### src/rtl/tinsel_accel_pkg.sv
// Shared flit/address types and FSM state encoding for the accelerator message collector.
package tinsel_accel_pkg;

    typedef struct packed {
        logic       acc;
        logic       host;
        logic [2:0] board_y;
        logic [2:0] board_x;
        logic [1:0] mbox_y;
        logic [1:0] mbox_x;
        logic [5:0] thread;
    } NetAddr;

    typedef struct packed {
        NetAddr      dest;
        logic        not_final_flit;
        logic        is_idle_token;
        logic [31:0] payload;
    } Flit;

    localparam int FLIT_BITS = $bits(Flit);

    typedef enum logic [0:0] {
        ACCUM = 1'b0,
        DROP  = 1'b1
    } collect_state_e;

    function automatic logic is_final_flit(input Flit f);
        return !f.not_final_flit;
    endfunction

endpackage

### src/rtl/accel_flit_ram.sv
// Flit storage: one write port registered on the falling clock edge, one asynchronous read port.
module accel_flit_ram
    import tinsel_accel_pkg::*;
#(
    parameter int DEPTH = 16,
    localparam int AW   = $clog2(DEPTH)
) (
    input  logic                 clk,
    input  logic                 we,
    input  logic [AW-1:0]        waddr,
    input  logic [FLIT_BITS-1:0] wdata,
    input  logic [AW-1:0]        raddr,
    output logic [FLIT_BITS-1:0] rdata
);

    logic [FLIT_BITS-1:0] mem [DEPTH];

    always_ff @(negedge clk) begin
        if (we) begin
            mem[waddr] <= wdata;
        end
    end

    assign rdata = mem[raddr];

endmodule

### src/rtl/accel_msg_collector.sv
// Store-and-forward collector between an accelerator's flit output and the mesh injection port.
// Optional counters stat_msgs/stat_drops exist only when ACCEL_COLLECT_STATS_EN is defined.
module accel_msg_collector
    import tinsel_accel_pkg::*;
#(
    parameter int DEPTH         = 16,
    parameter int MAX_MSG_FLITS = 4
) (
    input  logic        clk,
    input  logic        rst,
    input  Flit         in_data,
    input  logic        in_valid,
    output logic        in_ready,
    output Flit         out_data,
    output logic        out_valid,
    input  logic        out_ready,
    output logic        err_oversize
`ifdef ACCEL_COLLECT_STATS_EN
    ,
    output logic [31:0] stat_msgs,
    output logic [31:0] stat_drops
`endif
);

    // Handshake: a flit moves on a port in any cycle where valid && ready at the falling edge;
    // ready and valid depend only on registered state, never combinationally on the other side.

    localparam int AW    = $clog2(DEPTH);
    localparam int PTR_W = AW + 1;
    localparam int LEN_W = $clog2(MAX_MSG_FLITS) + 1;

    localparam logic [PTR_W-1:0] FULL_OCC = PTR_W'(DEPTH);
    localparam logic [LEN_W-1:0] LEN_LAST = LEN_W'(MAX_MSG_FLITS - 1);

    localparam logic [0:0] ST_ACCUM = 1'(ACCUM);
    localparam logic [0:0] ST_DROP  = 1'(DROP);

    logic [PTR_W-1:0]     wr;
    logic [PTR_W-1:0]     cm;
    logic [PTR_W-1:0]     rd;
    logic [LEN_W-1:0]     len;
    logic [0:0]           state;
    logic [PTR_W-1:0]     occupancy;
    logic                 in_fire;
    logic                 out_fire;
    logic                 final_flit;
    logic                 accum_fire;
    logic                 oversize;
    logic                 mem_we;
    logic [FLIT_BITS-1:0] ram_rdata;

    assign occupancy  = wr - rd;
    assign in_ready   = (state == ST_DROP) || (occupancy != FULL_OCC);
    assign out_valid  = (rd != cm);
    assign in_fire    = in_valid && in_ready;
    assign out_fire   = out_valid && out_ready;
    assign final_flit = is_final_flit(in_data);
    assign accum_fire = in_fire && (state == ST_ACCUM);

    // The flit that would exceed the limit is never written; the partial message is rolled back.
    assign oversize   = accum_fire && !final_flit && (len == LEN_LAST);
    assign mem_we     = accum_fire && !oversize;

    always_ff @(negedge clk) begin
        if (rst) begin
            wr           <= '0;
            cm           <= '0;
            rd           <= '0;
            len          <= '0;
            state        <= ST_ACCUM;
            err_oversize <= 1'b0;
        end else begin
            if (out_fire) begin
                rd <= rd + 1'b1;
            end
            if (state == ST_ACCUM) begin
                if (in_fire) begin
                    if (final_flit) begin
                        wr  <= wr + 1'b1;
                        cm  <= wr + 1'b1;
                        len <= '0;
                    end else if (len == LEN_LAST) begin
                        wr           <= cm;
                        len          <= '0;
                        err_oversize <= 1'b1;
                        state        <= ST_DROP;
                    end else begin
                        wr  <= wr + 1'b1;
                        len <= len + 1'b1;
                    end
                end
            end else begin
                // Swallow the tail of an oversize message up to and including its final flit.
                if (in_fire && final_flit) begin
                    state <= ST_ACCUM;
                end
            end
        end
    end

`ifdef ACCEL_COLLECT_STATS_EN
    always_ff @(negedge clk) begin
        if (rst) begin
            stat_msgs  <= '0;
            stat_drops <= '0;
        end else begin
            if (accum_fire && final_flit) begin
                stat_msgs <= stat_msgs + 1'b1;
            end
            if (oversize) begin
                stat_drops <= stat_drops + 1'b1;
            end
        end
    end
`endif

    accel_flit_ram #(
        .DEPTH (DEPTH)
    ) u_ram (
        .clk   (clk),
        .we    (mem_we),
        .waddr (wr[AW-1:0]),
        .wdata (in_data),
        .raddr (rd[AW-1:0]),
        .rdata (ram_rdata)
    );

    assign out_data = ram_rdata;

endmodule

### config.mk
export PLATFORM = sky130hd
export DESIGN_NAME = accel_msg_collector
export DESIGN_NICKNAME = d
export VERILOG_FILES = /design/src/rtl/tinsel_accel_pkg.sv /design/src/rtl/accel_flit_ram.sv /design/src/rtl/accel_msg_collector.sv
export SDC_FILE = /design/constraint.sdc
export NUM_CORES = 1
export LEC_CHECK = 0
export CORE_UTILIZATION = 46
export CTS_CLUSTER_SIZE = 16
export DETAILED_ROUTE_END_ITERATION = 16
export GPL_ROUTABILITY_DRIVEN = 0
export PLACE_DENSITY_LB_ADDON = 0.2
export SLEW_MARGIN = 25
export SYNTH_ARGS = -nofsm -noshare
export SYNTH_HDL_FRONTEND = slang
export SYNTH_SLANG_ARGS = --single-unit
### constraint.sdc
create_clock -name clk -period 9.02 [get_ports clk]
set_input_delay 1.353 -clock clk [delete_from_list [all_inputs] [get_ports clk]]
set_output_delay 1.353 -clock clk [all_outputs]
set_load 0.005 [all_outputs]
==> results of run 1 <==
-- flip-flops by register name, summed over array words and instances, names as in the netlist, named ones only --
register and count:
rd 5, state 1, wr 5, cm 5
u_ram.mem 832, len 3, err_oversize 1
-- timing repair --
item	in CTS	in global routing
setup buffers	3	2
gates cloned	1	2
gates resized for setup	2	2
setup endpoints to repair	9	35
endpoints found under the hold margin	0	0
-- cell type report --
type	count	area [um2]	share of cell area
flip-flops and latches	856	25500	0.608
multi-input cells	399	6920	0.165
clock inverters	925	3980	0.0951
clock buffers	92	2300	0.0550
repair buffers	175	1980	0.0473
well taps	940	1180	0.0281
inverters	8	30.0	0.000717
diodes	1	2.50	0.0000598
-- cell families (layout without fill, tap and decap cells) --
logic type,count (synthesis),count (layout),synth area share
AO/OA/AOI/OAI,34,34,0.00632
XOR/XNOR,15,15,0.00402
adder cells (fa/ha/maj),10,10,0.00383
buffers and inverters,80,1200,0.0131
flip-flops,856,856,0.780
multiplexers,264,264,0.181
other,0,1,0
AND/OR/NAND/NOR,76,76,0.0123
-- power groups by stage --
stage	Sequential [W]	Clock, W	Combinational [W]
after floorplan	0.00451	0.000562	0.000643
after global placement	0.00452	0.000562	0.000977
after detailed placement	0.00452	0.000562	0.000984
after CTS	0.00447	0.00549	0.00101
after global routing	0.00447	0.00590	0.00108
final	0.00447	0.00532	0.00101
-- per-layer routing --
layer,GRT usage,wire [um]
met5,0,22
met4,0.113,1160
met3,0.0784,4910
met2,0.335,38800
met1,0.266,31600
-- worst max-delay path by stage --
stage	start	end	slack [ns]
after global routing	flip-flop	out_data[32]	-0.03
after detailed placement	flip-flop	out_data[35]	0.66
after global placement	flip-flop	out_data[35]	0.66
after CTS	flip-flop	out_data[35]	-0.03
final	flip-flop	out_data[32]	0.07
after floorplan	in_data[33]	u_ram.mem[0][0]	-0.93
-- critical path: stages (launching register included) --
cell and delay (ns):
dfxtp_4 0.61, buf_12 0.37, mux4_2 0.37, mux4_2 0.50
clkdlybuf4s50_1 0.51
-- synth_stat cells, types with 4 or more instances --
cell type	number	area, um2
a21oi_1	10	50.1
xor2_1	6	52.6
mux2i_1	4	40.0
edfxtp_1	832	25000
o21ai_0	10	50.1
nor2_1	22	82.6
nand2_1	12	45.0
nor2b_1	4	25.0
xnor2_1	9	78.8
a211oi_1	5	37.5
mux4_2	260	5860
clkbuf_1	32	120
inv_1	9	33.8
nand3_1	10	50.1
buf_6	14	158
ha_1	10	125
dfxtp_1	24	480
buf_1	8	30.0
buf_2	16	80.1
nor4b_1	4	35.0
nand3b_1	7	52.6
-- through the flow --
step	instance area, um2	hold WS (ns)
final	41900	0.470
after global routing	41900	0.502
after CTS	41800	0.464
after detailed placement	35400	0.457
after global placement	35400	0.441
after floorplan	32700	0.425
==> out/qor.yml, run 1 <==
critical_path:
  critPathArrivalTime_ns: 7.60
  crit_type: "reg -> out"
  worstRegToRegCells: 11
  rrSetupSlack_ns: 5.76
  worst_r2r_endpoint: "u_ram.mem[3][1]"
  startpoint_type: "flip-flop"
  worst_ep_required_time_ns: 7.67
  r2r_start: "wr[0]"
  critPathCaptureType: "output port"
  path_max_fanout: 59
detailed_routing:
  ant_nets: 0
  drt_iter0_drc: 1319
  drtPass1Iterations: 5
  drc: 0
  wl_um: 76500
  wl_per_cell_um: 22.5
  via_per_inst: 5.30
  num_vias: 18000
clock_tree:
  cts_made_buffers: 91
  root_buffer: "clkbuf_16"
  clk_latency_ns: 0.68
  tritoncts: "done"
  ctsHoldBuffers: 0
  h-tree-depth: 3
  cts.clk_slew.worst_paths_ns: 0.04
  clock-sinks: 856
  cts_max_path_buffers: 3
die:
  die_h_um: 268
  coreArea_um2: 70100
  die_area_um2: 72100
  die_x_um: 268
  io_pins: 111
  rows: 97
  initial_core_util: 0.465
logic_synthesis:
  synth_edf_count: 832
  synthArstFlopShare: 0
  syn_area_per_cell_um2: 24.5
  synth.net_count: 1401
  syn-instance-count: 1335
  ys_types: 37
  synth_seq_cells: 856
  ys_warn_count: 0
  ys_seq_area_frac: 0.780
  synthFlopType: "edfxtp_1"
  syn-cell-area_um2: 32700
global_route:
  grt_pass1_vias: 20600
  grt.overflow.total: 0
  antenna_found_initial: 3
  grt_pass1_wl_um: 112000
  grt_start_max_net_pins: 62
  track_usage: 0.216
power_and_ir_drop:
  p_clk_frac: 0.493
  p_leak_nw: 16.4
  ir_worst_vdd_mv: 0.157
  p_int_w: 0.00786
  p_sw_frac: 0.272
  power_frac_comb: 0.094
  p_seq_frac: 0.414
  p_sw_w: 0.00295
  power_density_nw_per_um2: 258
  total_power_w: 0.0108
cells_and_area:
  n_fill_cell: 5339
  fin_cells: 3396
  drive_above_1_share: 0.196
  area_growth_pct: 28.2
  mostFrequentLayoutCells: "inv_1, edfxtp_1, mux4_2, clkdlybuf4s50_1, clkbuf_16"
  finalNetCount: 2453
  final_common_cell: "inv_1"
  fin_util: 0.597
timing:
  rsz0062_at_grt: "true"
  setup_violations: 0
  setup_slack_ns: 0.0704
  clock_skew_ns: 0.0323
  finalMaxSlewViolations: 0
  worst_pin_slew_ns: 0.940
  hold_viol_final: 0
  relSlewSlack: 0.371
  fin_tns_setup_ns: 0
hold_path:
  holdPathStages: 2
  min_path_type: "reg -> reg"
  hp-start: "len[2]"
  min_to: "len[2]"
placement:
  hpwl_um: 35800
  place_ws_ns: 0.659
  portBuffers: 110
  dpl.cell_count: 2371
job:
  cap_violations: 0
run_status:
  status: "finished clean"
Power figures use the tool's default switching activity.
==> run 2: changes to the inputs <==
--- a/config.mk
+++ b/config.mk
@@ -6,7 +6,6 @@
 export NUM_CORES = 1
 export LEC_CHECK = 0
 export CORE_UTILIZATION = 46
-export CTS_CLUSTER_SIZE = 16
 export DETAILED_ROUTE_END_ITERATION = 16
 export GPL_ROUTABILITY_DRIVEN = 0
 export PLACE_DENSITY_LB_ADDON = 0.2
==> out/qor.yml, run 2 (synthesis results as in run 1) <==
run_status:
  status: "finished clean"
critical_path:
  crit_family: "buffers and inverters"
  r2r_start: "wr[0]"
  rrSetupSlack_ns: 5.75  # about the same
  crit_type: "reg -> out"
  slowest_stage: "dfxtp_4"
  path_max_fanout: 59  # unchanged
  worst_r2r_endpoint: "u_ram.mem[3][1]"
  worst_ep_required_time_ns: 7.67  # about the same
  worstRegToRegCells: 11  # unchanged
  critPathCaptureType: "output port"
  cp_slowest_stage_delay_ns: 0.61  # about the same
  startpoint_type: "flip-flop"
  crit_chain: "buf_12 -> mux4_2 -> mux4_2 -> clkdlybuf4s50_1"
  crit_buf_inv: 2  # unchanged
  crit_top_cell: "mux4_2"
  critPathArrivalTime_ns: 7.60  # about the same
power_and_ir_drop:
  p_sw_w: 0.00294  # about the same
  p_clk_frac: 0.492  # about the same
  p_leak_nw: 16.4  # unchanged
  p_int_w: 0.00786  # about the same
  power_frac_comb: 0.094  # about the same
  ir_worst_vdd_mv: 0.157  # +0.24%
  power_density_nw_per_um2: 258  # about the same
  p_seq_frac: 0.414  # about the same
  p_sw_frac: 0.272  # about the same
placement:
  portBuffers: 110  # unchanged
  hpwl_um: 35800  # unchanged
  placed_area_um2: 35400  # unchanged
die:
  io_pins: 111  # unchanged
  die_area_um2: 72100  # unchanged
  die_x_um: 268  # unchanged
  die_h_um: 268  # unchanged
  coreArea_um2: 70100  # unchanged
  rows: 97  # unchanged
  initial_core_util: 0.465  # unchanged
clock_tree:
  clk_latency_ns: 0.68  # about the same
  h-tree-depth: 3  # unchanged
  tritoncts: "done"
  cts.clk_slew.worst_paths_ns: 0.04  # about the same
  cts_max_path_buffers: 3  # unchanged
  ctsHoldBuffers: 0  # unchanged
  root_buffer: "clkbuf_16"
  clock-sinks: 856  # unchanged
  cts_made_buffers: 91  # unchanged
detailed_routing:
  num_vias: 18000  # +0.18%
  via_per_inst: 5.31  # +0.18%
  drtPass1Iterations: 6  # +1
  drc: 0  # unchanged
  wl_per_cell_um: 22.5  # +0.11%
  ant_nets: 0  # unchanged
  wl_um: 76600  # +0.11%
  drt_iter0_drc: 1295  # -1.8%
timing:
  relSlewSlack: 0.382  # +0.0105
  finalMaxSlewViolations: 0  # unchanged
  timing.hold.ws_ns: 0.467  # -0.00335 ns
  hold_viol_final: 0  # unchanged
  clock_skew_ns: 0.0317  # -0.000568 ns
  setup_violations: 0  # unchanged
  fin_tns_setup_ns: 0  # unchanged
  rsz0062_at_grt: "true"
  worst_pin_slew_ns: 0.925  # -0.0158 ns
cells_and_area:
  finalNetCount: 2453  # unchanged
  final_common_cell: "inv_1"
  drive_above_1_share: 0.196  # unchanged
  largest_reg_flops: 832  # unchanged
  mostFrequentLayoutCells: "inv_1, edfxtp_1, mux4_2, clkdlybuf4s50_1, clkbuf_16"
  regMostFlops: "u_ram.mem"
  fin_util: 0.597  # unchanged
  fin_area_um2: 41900  # unchanged
  area_growth_pct: 28.2  # unchanged
hold_path:
  min_to: "len[2]"
  min_path_type: "reg -> reg"
  holdPathStages: 2  # unchanged
  hp-start: "len[2]"
global_route:
  antenna_found_initial: 3  # unchanged
  grt_pass1_wl_um: 112000  # about the same
  track_usage: 0.216  # about the same
  grt.overflow.total: 0  # unchanged
  grt_pass1_vias: 20600  # -0.044%
  grt_start_max_net_pins: 62  # unchanged
job:
  cap_violations: 0  # unchanged
## run 2: cell counts in the layout (fill, tap and decap cells not counted)
Identical to the previous run, type by type.
## run 2: what timing repair did
action                                  4_1_cts  5_1_grt
setup buffers                                 3        2
endpoints found under the setup margin        9       35
cloned                                        1        2
gates resized for setup                       2        2
## run 2: per-layer routing
metal | global-route usage | vias to the layer above | routed length [um]
li1 | - | 7870 | -
met1 | 0.266 | 9457 | 31900
met2 | 0.335 | 604 | 38800
met3 | 0.0784 | 85 | 4710
met4 | 0.113 | 4 | 1160
met5 | 0 | - | 22
## run 2: power by group through the flow
stage	Clock [W]	Combinational [W]	Sequential [W]
2_1_floorplan	0.000562	0.000643	0.00451
3_3_place_gp	0.000562	0.000977	0.00452
3_5_place_dp	0.000562	0.000984	0.00452
4_1_cts	0.00549	0.00101	0.00447
5_1_grt	0.00590	0.00108	0.00447
6_report	0.00532	0.00101	0.00447
## run 2: worst min-delay path, cell delays in order, from the launching register on
cell      delay [ns]
dfxtp_1         0.32
inv_1           0.06
a311oi_1        0.04
## run 2: final cells by class
cell class | count | area [um2]
Tap cell | 940 | 1180
Multi-Input combinational cell | 399 | 6920
Clock buffer | 92 | 2300
Antenna cell | 1 | 2.50
Timing Repair Buffer | 175 | 1980
Sequential cell | 856 | 25500
Fill cell | 5341 | 28300
Clock inverter | 925 | 3980
Inverter | 8 | 30.0
## run 2: metrics by stage
stage	power, W	std cells	setup slack (ns)
detailed placement	0.00606	2371	0.659
global placement	0.00605	2371	0.656
finish	0.0108	3396	0.0641
global route	0.0115	3396	-0.0314
CTS	0.0110	3391	-0.0323
floorplan	0.00571	1335	-0.933
## run 2: how the worst max path moves through the flow
stage               cells after the start               to        start  slack (ns)
CTS                                     4     out_data[35]    flip-flop       -0.03
global route                            4     out_data[32]    flip-flop       -0.03
finish                                  4     out_data[32]    flip-flop        0.06
global placement                        4     out_data[35]    flip-flop        0.66
floorplan                               5  u_ram.mem[0][0]  in_data[33]       -0.93
detailed placement                      4     out_data[35]    flip-flop        0.66
